===== config.mk =====
export PLATFORM = sky130hd
export DESIGN_NAME = z80_mem_arbiter
export DESIGN_NICKNAME = d
export VERILOG_FILES = /design/src/rtl/z80_mem_pkg.sv /design/src/rtl/sat_counter.sv /design/src/rtl/z80_mem_arbiter.sv
export SDC_FILE = /design/constraint.sdc
export NUM_CORES = 1
export LEC_CHECK = 0
export BUFFER_PORTS_ARGS = -buffer_cell sky130_fd_sc_hd__buf_2
export CORE_ASPECT_RATIO = 0.7
export CORE_MARGIN = 1
export CORE_UTILIZATION = 42
export DETAILED_ROUTE_END_ITERATION = 16
export PLACE_DENSITY_LB_ADDON = 0.08
export SYNTH_ARGS = -nofsm -noshare
export SYNTH_HDL_FRONTEND = slang
export SYNTH_SLANG_ARGS = --single-unit
export TNS_END_PERCENT = 100

===== constraint.sdc =====
create_clock -name clk -period 2.2 [get_ports clk]
set_clock_uncertainty 0.2 [all_clocks]
set_input_delay 0.44 -clock clk [delete_from_list [all_inputs] [get_ports clk]]
set_output_delay 0.44 -clock clk [all_outputs]
set_load 0.05 [all_outputs]

===== src/rtl/z80_mem_pkg.sv =====
// Shared definitions for the tv80 system RAM arbiter.
// Holds the arbiter state encoding and the default bus widths.
package z80_mem_pkg;

   localparam int DEF_ADDR_W  = 10;
   localparam int DEF_STALL_W = 16;

   typedef enum logic [1:0] {
      IDLE,
      CPU_ACC,
      DMA_ACC,
      DMA_RSP
   } arb_state_e;

endpackage


===== src/rtl/sat_counter.sv =====
// Saturating up-counter with synchronous clear and asynchronous reset.
// The count holds at all-ones instead of wrapping to zero.
module sat_counter #(
   parameter int WIDTH = 8
) (
   input  logic             clk,
   input  logic             reset,
   input  logic             inc,
   input  logic             clear,
   output logic [WIDTH-1:0] count
);

   always_ff @(posedge clk or posedge reset) begin
      if (reset) begin
         count <= '0;
      end else if (clear) begin
         count <= '0;
      end else if (inc && (count != '1)) begin
         count <= count + WIDTH'(1);
      end
   end

endmodule


===== src/rtl/z80_mem_arbiter.sv =====
// Shares the single-port synchronous system RAM between the tv80 CPU bus and one DMA requester.
// The CPU is stalled through cpu_wait_n while DMA owns the RAM; DMA bursts are bounded by a credit.
module z80_mem_arbiter
   import z80_mem_pkg::*;
#(
   parameter int ADDR_W    = DEF_ADDR_W,
   parameter int DMA_BURST = 4,
   parameter int STALL_W   = DEF_STALL_W
) (
   input  logic               clk,
   input  logic               reset,
   input  logic [15:0]        cpu_addr,
   input  logic [7:0]         cpu_dout,
   input  logic               cpu_mreq_n,
   input  logic               cpu_rd_n,
   input  logic               cpu_wr_n,
   output logic [7:0]         cpu_din,
   output logic               cpu_wait_n,
   input  logic               dma_req,
   input  logic               dma_we,
   input  logic [ADDR_W-1:0]  dma_addr,
   input  logic [7:0]         dma_wdata,
   output logic               dma_gnt,
   output logic               dma_ack,
   output logic [7:0]         dma_rdata,
   output logic               mem_we,
   output logic [ADDR_W-1:0]  mem_addr,
   output logic [7:0]         mem_din,
   input  logic [7:0]         mem_dout,
   output logic [STALL_W-1:0] stall_cnt
);

   localparam int STREAK_W = $clog2(DMA_BURST + 1);
   localparam logic [STREAK_W-1:0] BURST_LIM = STREAK_W'(DMA_BURST);

   arb_state_e          state_q;
   arb_state_e          state_d;
   logic                cpu_pend;
   logic                cpu_first_q;
   logic                grant_cpu;
   logic                grant_dma;
   logic                dma_credit;
   logic [STREAK_W-1:0] dma_streak;
   logic [ADDR_W-1:0]   addr_hold_q;
   logic [7:0]          din_hold_q;
   logic                addr_hi_unused;

   // RAM is smaller than the CPU space; the upper address bits simply alias.
   assign addr_hi_unused = ^cpu_addr[15:ADDR_W];

   assign cpu_pend   = !cpu_mreq_n && (!cpu_rd_n || !cpu_wr_n);
   assign dma_credit = (dma_streak < BURST_LIM);
   assign cpu_wait_n = reset || !(cpu_pend && (state_q != CPU_ACC));

   always_comb begin
      state_d   = state_q;
      grant_cpu = 1'b0;
      grant_dma = 1'b0;
      mem_we    = 1'b0;
      mem_addr  = addr_hold_q;
      mem_din   = din_hold_q;
      dma_gnt   = 1'b0;
      dma_ack   = 1'b0;
      case (state_q)
         IDLE, DMA_RSP: begin
            dma_ack = (state_q == DMA_RSP);
            if (cpu_pend && (!dma_req || !dma_credit)) begin
               state_d   = CPU_ACC;
               grant_cpu = 1'b1;
            end else if (dma_req) begin
               state_d   = DMA_ACC;
               grant_dma = 1'b1;
            end else begin
               state_d = IDLE;
            end
         end
         CPU_ACC: begin
            mem_addr = cpu_addr[ADDR_W-1:0];
            mem_din  = cpu_dout;
            // Only the first cycle writes, so a long wr_n strobe stores once.
            mem_we   = cpu_first_q && !cpu_wr_n;
            if (!cpu_pend) begin
               state_d = IDLE;
            end
         end
         DMA_ACC: begin
            mem_addr = dma_addr;
            mem_din  = dma_wdata;
            mem_we   = dma_we;
            dma_gnt  = 1'b1;
            state_d  = DMA_RSP;
         end
         default: begin
            state_d = IDLE;
         end
      endcase
   end

   always_ff @(posedge clk or posedge reset) begin
      if (reset) begin
         state_q     <= IDLE;
         cpu_first_q <= 1'b0;
         addr_hold_q <= '0;
         din_hold_q  <= '0;
         cpu_din     <= '0;
         dma_rdata   <= '0;
      end else begin
         state_q     <= state_d;
         cpu_first_q <= grant_cpu;
         addr_hold_q <= mem_addr;
         din_hold_q  <= mem_din;
         // RAM output lags the address by one clock, so skip the entry cycle.
         if ((state_q == CPU_ACC) && !cpu_first_q) begin
            cpu_din <= mem_dout;
         end
         if (state_q == DMA_RSP) begin
            dma_rdata <= mem_dout;
         end
      end
   end

   sat_counter #(
      .WIDTH (STREAK_W)
   ) u_streak (
      .clk   (clk),
      .reset (reset),
      .inc   (grant_dma),
      .clear (grant_cpu),
      .count (dma_streak)
   );

   sat_counter #(
      .WIDTH (STALL_W)
   ) u_stall (
      .clk   (clk),
      .reset (reset),
      .inc   (!cpu_wait_n),
      .clear (1'b0),
      .count (stall_cnt)
   );

endmodule

==> impl_metrics.py, run 1 <==
metrics = {
    "layout": {
        "post-route-util_pct": 69.2,
        "instances_no_fill": 426,
        "finalInstanceArea_um2": 3980,
        "n_antenna_cell": 0,
        "fillCellCount": 452,
        "syn_to_final_growth_pct": 57.8,
        "final_nets": 414,
        "drive_above_1_share_pct": 60.4,
    },
    "sta": {
        "worst_slack_ns": -0.155,
        "period_needed_ns": 2.35,
        "rsz0062_at_grt": "true",
        "hold_viol_final": 0,
        "hold-worst-slack_ns": 0.167,
        "relSlewSlack_pct": 70.8,
        "drv_slew": 0,
        "fmax_mhz": 425,
        "tightest_slew_ns": 0.437,
        "setup_violations": 25,
        "post-route-period-util_pct": 107,
    },
    "logic_synthesis": {
        "yosysTopAreaCellShare_pct": 55.5,
        "yosysSeqAreaShare_pct": 55.5,
        "syn_nets": 292,
        "synthTopCellsByArea": "dfrtp_1, mux2_2, a22oi_1, xor2_1, o21ai_0",
        "synth_area_um2": 2520,
        "synth.distinct_cells": 28,
        "yosys_register_bits": 56,
        "yosysTopAreaCell": "dfrtp_1",
        "syn_avg_cell_area_um2": 11.1,
        "async_flop_share_pct": 100,
        "yosys-top-cells-count": "dfrtp_1, nand2_1, o21ai_0, a22oi_1, mux2_2",
        "yosysMostFrequentCell": "dfrtp_1",
        "synth_ff_type": "dfrtp_1",
        "yosys_warnings": 0,
        "synth_edf_count": 0,
        "synthCells": 228,
    },
    "die": {
        "fp-row-count": 23,
        "start_util_pct": 43.9,
        "die_h_um": 66.9,
        "die-area_um2": 6330,
        "design.core.area_um2": 5760,
        "ios": 111,
        "die-width_um": 94.7,
    },
    "placement": {
        "dp.cells": 411,
        "portBuffers": 104,
        "dpl_cell_area_um2": 3510,
        "hpwlAfterDp_mm": 4.36,
        "place_congestion": 0.743,
    },
    "run": {
        "drv_cap": 0,
    },
    "worst_setup_path": {
        "rr_startpoint": "state_q[0]$_DFFE_PP0P_",
        "required_ns": 1.56,
        "ff2ff_setup_slack_ns": -0.10,
        "arrival_ns": 1.71,
        "cp_max_fo": 16,
        "path_class": "reg -> out",
        "rr_worst_depth": 6,
        "cp-startpoint": "state_q[1]$_DFFE_PP0P_",
        "cp-start-kind": "flip-flop",
        "crit_path_end_kind": "output pin",
    },
    "clock_tree": {
        "cts-htree-levels": 2,
        "clkTransAtPathRegs_ns": 0.10,
        "cts_root_buf": "clkbuf_8",
        "clkSinkCount": 56,
        "clock_latency_ns": 0.31,
        "clk_path_buf_depth": 2,
        "cts_tree": "done",
        "cts-buffers-inserted": 5,
    },
    "outcome": {
        "status": "complete, but fails checks",
        "violations": "negative setup slack",
    },
    "global_routing": {
        "grt-ovfl-total": 0,
        "grt_max_degree": 51,
        "grt_usage_pct": 20.4,
        "grt_pass1_wl_mm": 9.92,
        "grt_pass1_vias": 2131,
        "grt_antenna_before_repair": 0,
    },
    "power": {
        "leakagePower_uw": 0.00185,
        "p_per_area_nw_per_um2": 1760,
        "vdd_drop_max_mv": 0.939,
    },
    "detailed_routing": {
        "vias_per_cell": 5.17,
        "via_count": 2204,
        "drt-initial-drc-count": 61,
        "drt-wirelength-per-cell_um": 14.2,
        "dr.pass1.iters": 4,
        "drc_errors": 0,
        "wl_mm": 6.05,
        "drtAntennaViolNets": 0,
    },
    "worst_hold_path": {
        "hold_path_depth": 2,
        "min_from": "mem_dout[4]",
        "hold_class": "in -> reg",
    },
}
## stage by stage
step                power, µW  worst slack (ns)  TNS, ns
finish                   7000            -0.155    -2.71
CTS                      6880            -0.118    -2.15
floorplan                4790           -0.0218  -0.0890
global route             7390            -0.236    -4.81
global placement         5760            0.0189        0
detailed placement       5840            0.0179        0
## logic make-up after synthesis
logic type                 share of synthesized area (%)
and+or+nand+nor                                     13.1
AOI/OAI and AO/OA                                   11.8
DFF                                                 55.5
xor gates and xnor gates                            4.51
muxes                                               8.82
adders and majority gates                           3.47
buffers and inverters                               2.82
## cell usage in the layout, fill, tap and decap left out, drive strengths merged, types with 2 or more instances in the layout
| master | n |
|---|---|
| nor3 | 8 |
| a21oi | 7 |
| and3 | 2 |
| ha | 7 |
| nor3b | 2 |
| mux2i | 2 |
| dfrtp | 56 |
| nor2 | 11 |
| xor2 | 12 |
| buf | 126 |
| nand4 | 4 |
| nor4 | 3 |
| o21ai | 20 |
| mux2 | 18 |
| a22oi | 18 |
| nand3 | 5 |
| nand2b | 2 |
| clkbuf | 5 |
| nand2 | 26 |
| inv | 6 |
## power breakdown
part	internal (µW)	switching [µW]
registers	1410	222
clock network	227	342
logic	1730	3070
total	3370	3640
## flip-flops by register name, indices dropped and copies added, names as in the netlist
signal	flops
u_streak.count	3
din_hold_q	8
state_q	2
u_stall.count	16
addr_hold_q	10
cpu_din	8
cpu_first_q	1
dma_rdata	8
## area by class of cell
type	instances	area, µm²	share of cell area, %
multi-input combinational	155	1470	36.9
timing repair buffer	127	906	22.7
inverter	5	18.8	0.471
clock inverter	3	21.3	0.534
clock buffer	5	68.8	1.73
sequential	56	1410	35.3
tap	75	93.8	2.36
## routing by layer
metal,up-vias,GRT usage [%],routed length (µm)
met2,65,33.1,2840
met1,1074,27.6,2810
met3,7,4.57,358
li1,1058,-,-
met5,-,0,0
met4,0,5.11,50
## worst paths after layout
path	endpoint
max	mem_addr[2]
max reg2reg	u_stall.count[15]$_DFFE_PP0P_
min in group asynchronous	din_hold_q[4]$_DFF_PP0_
min	dma_rdata[4]$_DFFE_PP0N_
max in group asynchronous	u_stall.count[1]$_DFFE_PP0P_
min reg2reg	din_hold_q[0]$_DFF_PP0_
## critical path, stage by stage, from the launching register on
cell	delay [ns]
dfrtp_1	0.40
buf_4	0.15
ha_4	0.25
buf_12	0.16
buf_4	0.14
o21ai_4	0.13
buf_6	0.17
## timing repair
action / in CTS / in global routing
resized for setup: 65 / 23
pin swaps: 2 / 6
endpoints found under the setup margin: 20 / 30
setup buffers: 3 / 3
hold buffers: 1 / 0
hold endpoints to repair: 6 / 0
Power figures use the tool's default switching activity.
==> inputs of run 2 (changes only) <==
--- a/config.mk
+++ b/config.mk
@@ -8,9 +8,10 @@
 export BUFFER_PORTS_ARGS = -buffer_cell sky130_fd_sc_hd__buf_2
 export CORE_ASPECT_RATIO = 0.7
 export CORE_MARGIN = 1
-export CORE_UTILIZATION = 42
+export CORE_UTILIZATION = 47
 export DETAILED_ROUTE_END_ITERATION = 16
 export PLACE_DENSITY_LB_ADDON = 0.08
+export SLEW_MARGIN = 30
 export SYNTH_ARGS = -nofsm -noshare
 export SYNTH_HDL_FRONTEND = slang
 export SYNTH_SLANG_ARGS = --single-unit
==> constraint.sdc (replaced) <==
create_clock -name clk -period 2.5 [get_ports clk]
set_clock_uncertainty 0.2 [all_clocks]
set_input_delay 0.5 -clock clk [delete_from_list [all_inputs] [get_ports clk]]
set_output_delay 0.5 -clock clk [all_outputs]
set_load 0.05 [all_outputs]
==> impl_metrics.py, run 2 (synthesis gave the netlist of run 1 again) <==
metrics = {
    "outcome": {
        "status": "complete, no violations",
    },
    "detailed_routing": {
        "dr.pass1.iters": 4,
        "via_count": 2105,
        "wl_mm": 5.54,
        "drtAntennaViolNets": 0,
        "drt-initial-drc-count": 61,
        "vias_per_cell": 5.20,
        "drc_errors": 0,
        "drt-wirelength-per-cell_um": 13.7,
    },
    "worst_setup_path": {
        "required_ns": 1.80,
        "crit_path_end_kind": "output pin",
        "cp_max_fo": 20,
        "path_class": "reg -> out",
        "arrival_ns": 1.74,
        "cp-start-kind": "flip-flop",
    },
    "run": {
        "drv_cap": 0,
    },
    "clock_tree": {
        "clkTransAtPathRegs_ns": 0.11,
        "cts-htree-levels": 2,
        "clock_latency_ns": 0.31,
        "cts_tree": "done",
        "clk_path_buf_depth": 2,
        "cts_hold_buffers": 0,
        "cts-buffers-inserted": 5,
        "cts_root_buf": "clkbuf_8",
        "clkSinkCount": 56,
    },
    "placement": {
        "dp.cells": 396,
        "portBuffers": 104,
        "place_congestion": 0.800,
        "hpwlAfterDp_mm": 4.08,
    },
    "global_routing": {
        "grt_max_degree": 41,
        "grt_usage_pct": 20.5,
        "grt_antenna_before_repair": 0,
        "grt_pass1_wl_mm": 9.05,
        "grt-ovfl-total": 0,
        "grt_pass1_vias": 2020,
    },
    "layout": {
        "layout_common_cells": "buf_2, dfrtp_1, nand2_1",
        "largest_reg_flops": 16,
        "instances_no_fill": 405,
        "n_antenna_cell": 0,
        "final_common_cell": "buf_2",
        "syn_to_final_growth_pct": 37.1,
        "drive_above_1_share_pct": 48.5,
        "final_nets": 399,
        "regMostFlops": "u_stall.count",
        "top_regs": "u_stall.count: 16 flops, addr_hold_q: 10 flops",
    },
    "die": {
        "die_h_um": 63.3,
        "ios": 111,
        "die-area_um2": 5670,
        "design.core.area_um2": 4970,
        "die-width_um": 89.6,
        "start_util_pct": 50.8,
        "fp-row-count": 21,
    },
    "sta": {
        "fmax_mhz": 410,
        "post-route-period-util_pct": 97.4,
        "drv_slew": 0,
        "period_needed_ns": 2.44,
        "tightest_slew_ns": 0.676,
        "rsz0062_at_grt": "false",
        "fin_setup_tns_ns": 0,
        "setup_violations": 0,
        "hold_viol_final": 0,
        "relSlewSlack_pct": 54.9,
    },
    "power": {
        "p_per_area_nw_per_um2": 1580,
        "leakagePower_uw": 0.00171,
        "clkPwrFrac_pct": 9.3,
        "intPower_uw": 2560,
        "netSwitchingFraction_pct": 53.2,
        "vdd_drop_max_mv": 0.967,
        "pwr-share-seq_pct": 26.2,
        "pwr-share-comb_pct": 64.5,
        "switching_power_uw": 2910,
    },
    "worst_hold_path": {
        "hold_class": "in -> async",
    },
}
run 2: cell count changes in the layout (fill, tap and decap cells not counted), sizes merged:
cell,before,now
clkbuf,5,7
dlygate4sd3,1,0
buf,126,110
clkinv,1,0
inv,6,7
run 2: path summary, 6_finish.rpt:
| kind | from | to | slack (ns) | cells after the start |
|---|---|---|---|---|
| max | state_q[1]$_DFFE_PP0P_ | mem_addr[8] | 0.06 | 5 |
| min reg2reg | din_hold_q[6]$_DFF_PP0_ | din_hold_q[6]$_DFF_PP0_ | 0.28 | 2 |
| min in group clk | mem_dout[1] | dma_rdata[1]$_DFFE_PP0N_ | 0.23 | 2 |
| max reg2reg | state_q[0]$_DFFE_PP0P_ | u_stall.count[12]$_DFFE_PP0P_ | 0.17 | 5 |
| max in group asynchronous | reset | addr_hold_q[5]$_DFF_PP0_ | 1.44 | 3 |
| min | reset | u_stall.count[2]$_DFFE_PP0P_ | 0.09 | 2 |
run 2: routing by layer:
layer	up-vias	wire length [µm]	global-route usage, %
met5	-	0	0
met4	0	18	4.37
met3	2	373	4.19
met2	63	2460	32.0
met1	1008	2690	29.4
li1	1032	-	-
run 2: critical path, cell delays in order, from the launching register on:
cell and delay [ns]:
dfrtp_1 0.39, buf_4 0.16, ha_4 0.26, clkbuf_16 0.21
o21ai_2 0.19, buf_4 0.22
run 2: per-stage QoR:
| stage | util [%] | power, µW | instance area (µm²) | hold slack [ns] | setup slack [ns] |
|---|---|---|---|---|---|
| 6_report | 69.7 | 5470 | 3460 | 0.0901 | 0.0638 |
| 2_1_floorplan | - | 3960 | 2630 | 0.290 | 0.0461 |
| 3_5_place_dp | 65.6 | 4680 | 3260 | 0.256 | 0.108 |
| 4_1_cts | 69.0 | 5400 | 3430 | 0.111 | 0.00418 |
| 3_3_place_gp | 65.6 | 4620 | 3260 | 0.251 | 0.119 |
| 5_1_grt | 69.7 | 5780 | 3460 | 0.157 | 0.00174 |
run 2: area by class of cell:
cell class	count	area (µm²)
fillers	394	1500
flip-flops and latches	56	1400
multi-input cells	155	1160
repair buffers	112	696
well taps	69	86.3
clock buffers	5	68.8
clock inverters	3	25.0
inverters	5	18.8
run 2: what timing repair did:
action | CTS | global route
pin swaps | 0 | 2
resized for setup | 23 | 5
cloned | 0 | 1
setup endpoints to repair | 18 | 20
setup buffers | 0 | 0
run 2: power by group through the flow:
stage                     combinational, µW  sequential [µW]  clock, µW
after floorplan                        1880             2070          0
after global placement                 3190             1440          0
after detailed placement               3230             1450          0
after CTS                              3440             1430        529
after global routing                   3740             1480        559
final                                  3530             1430        511
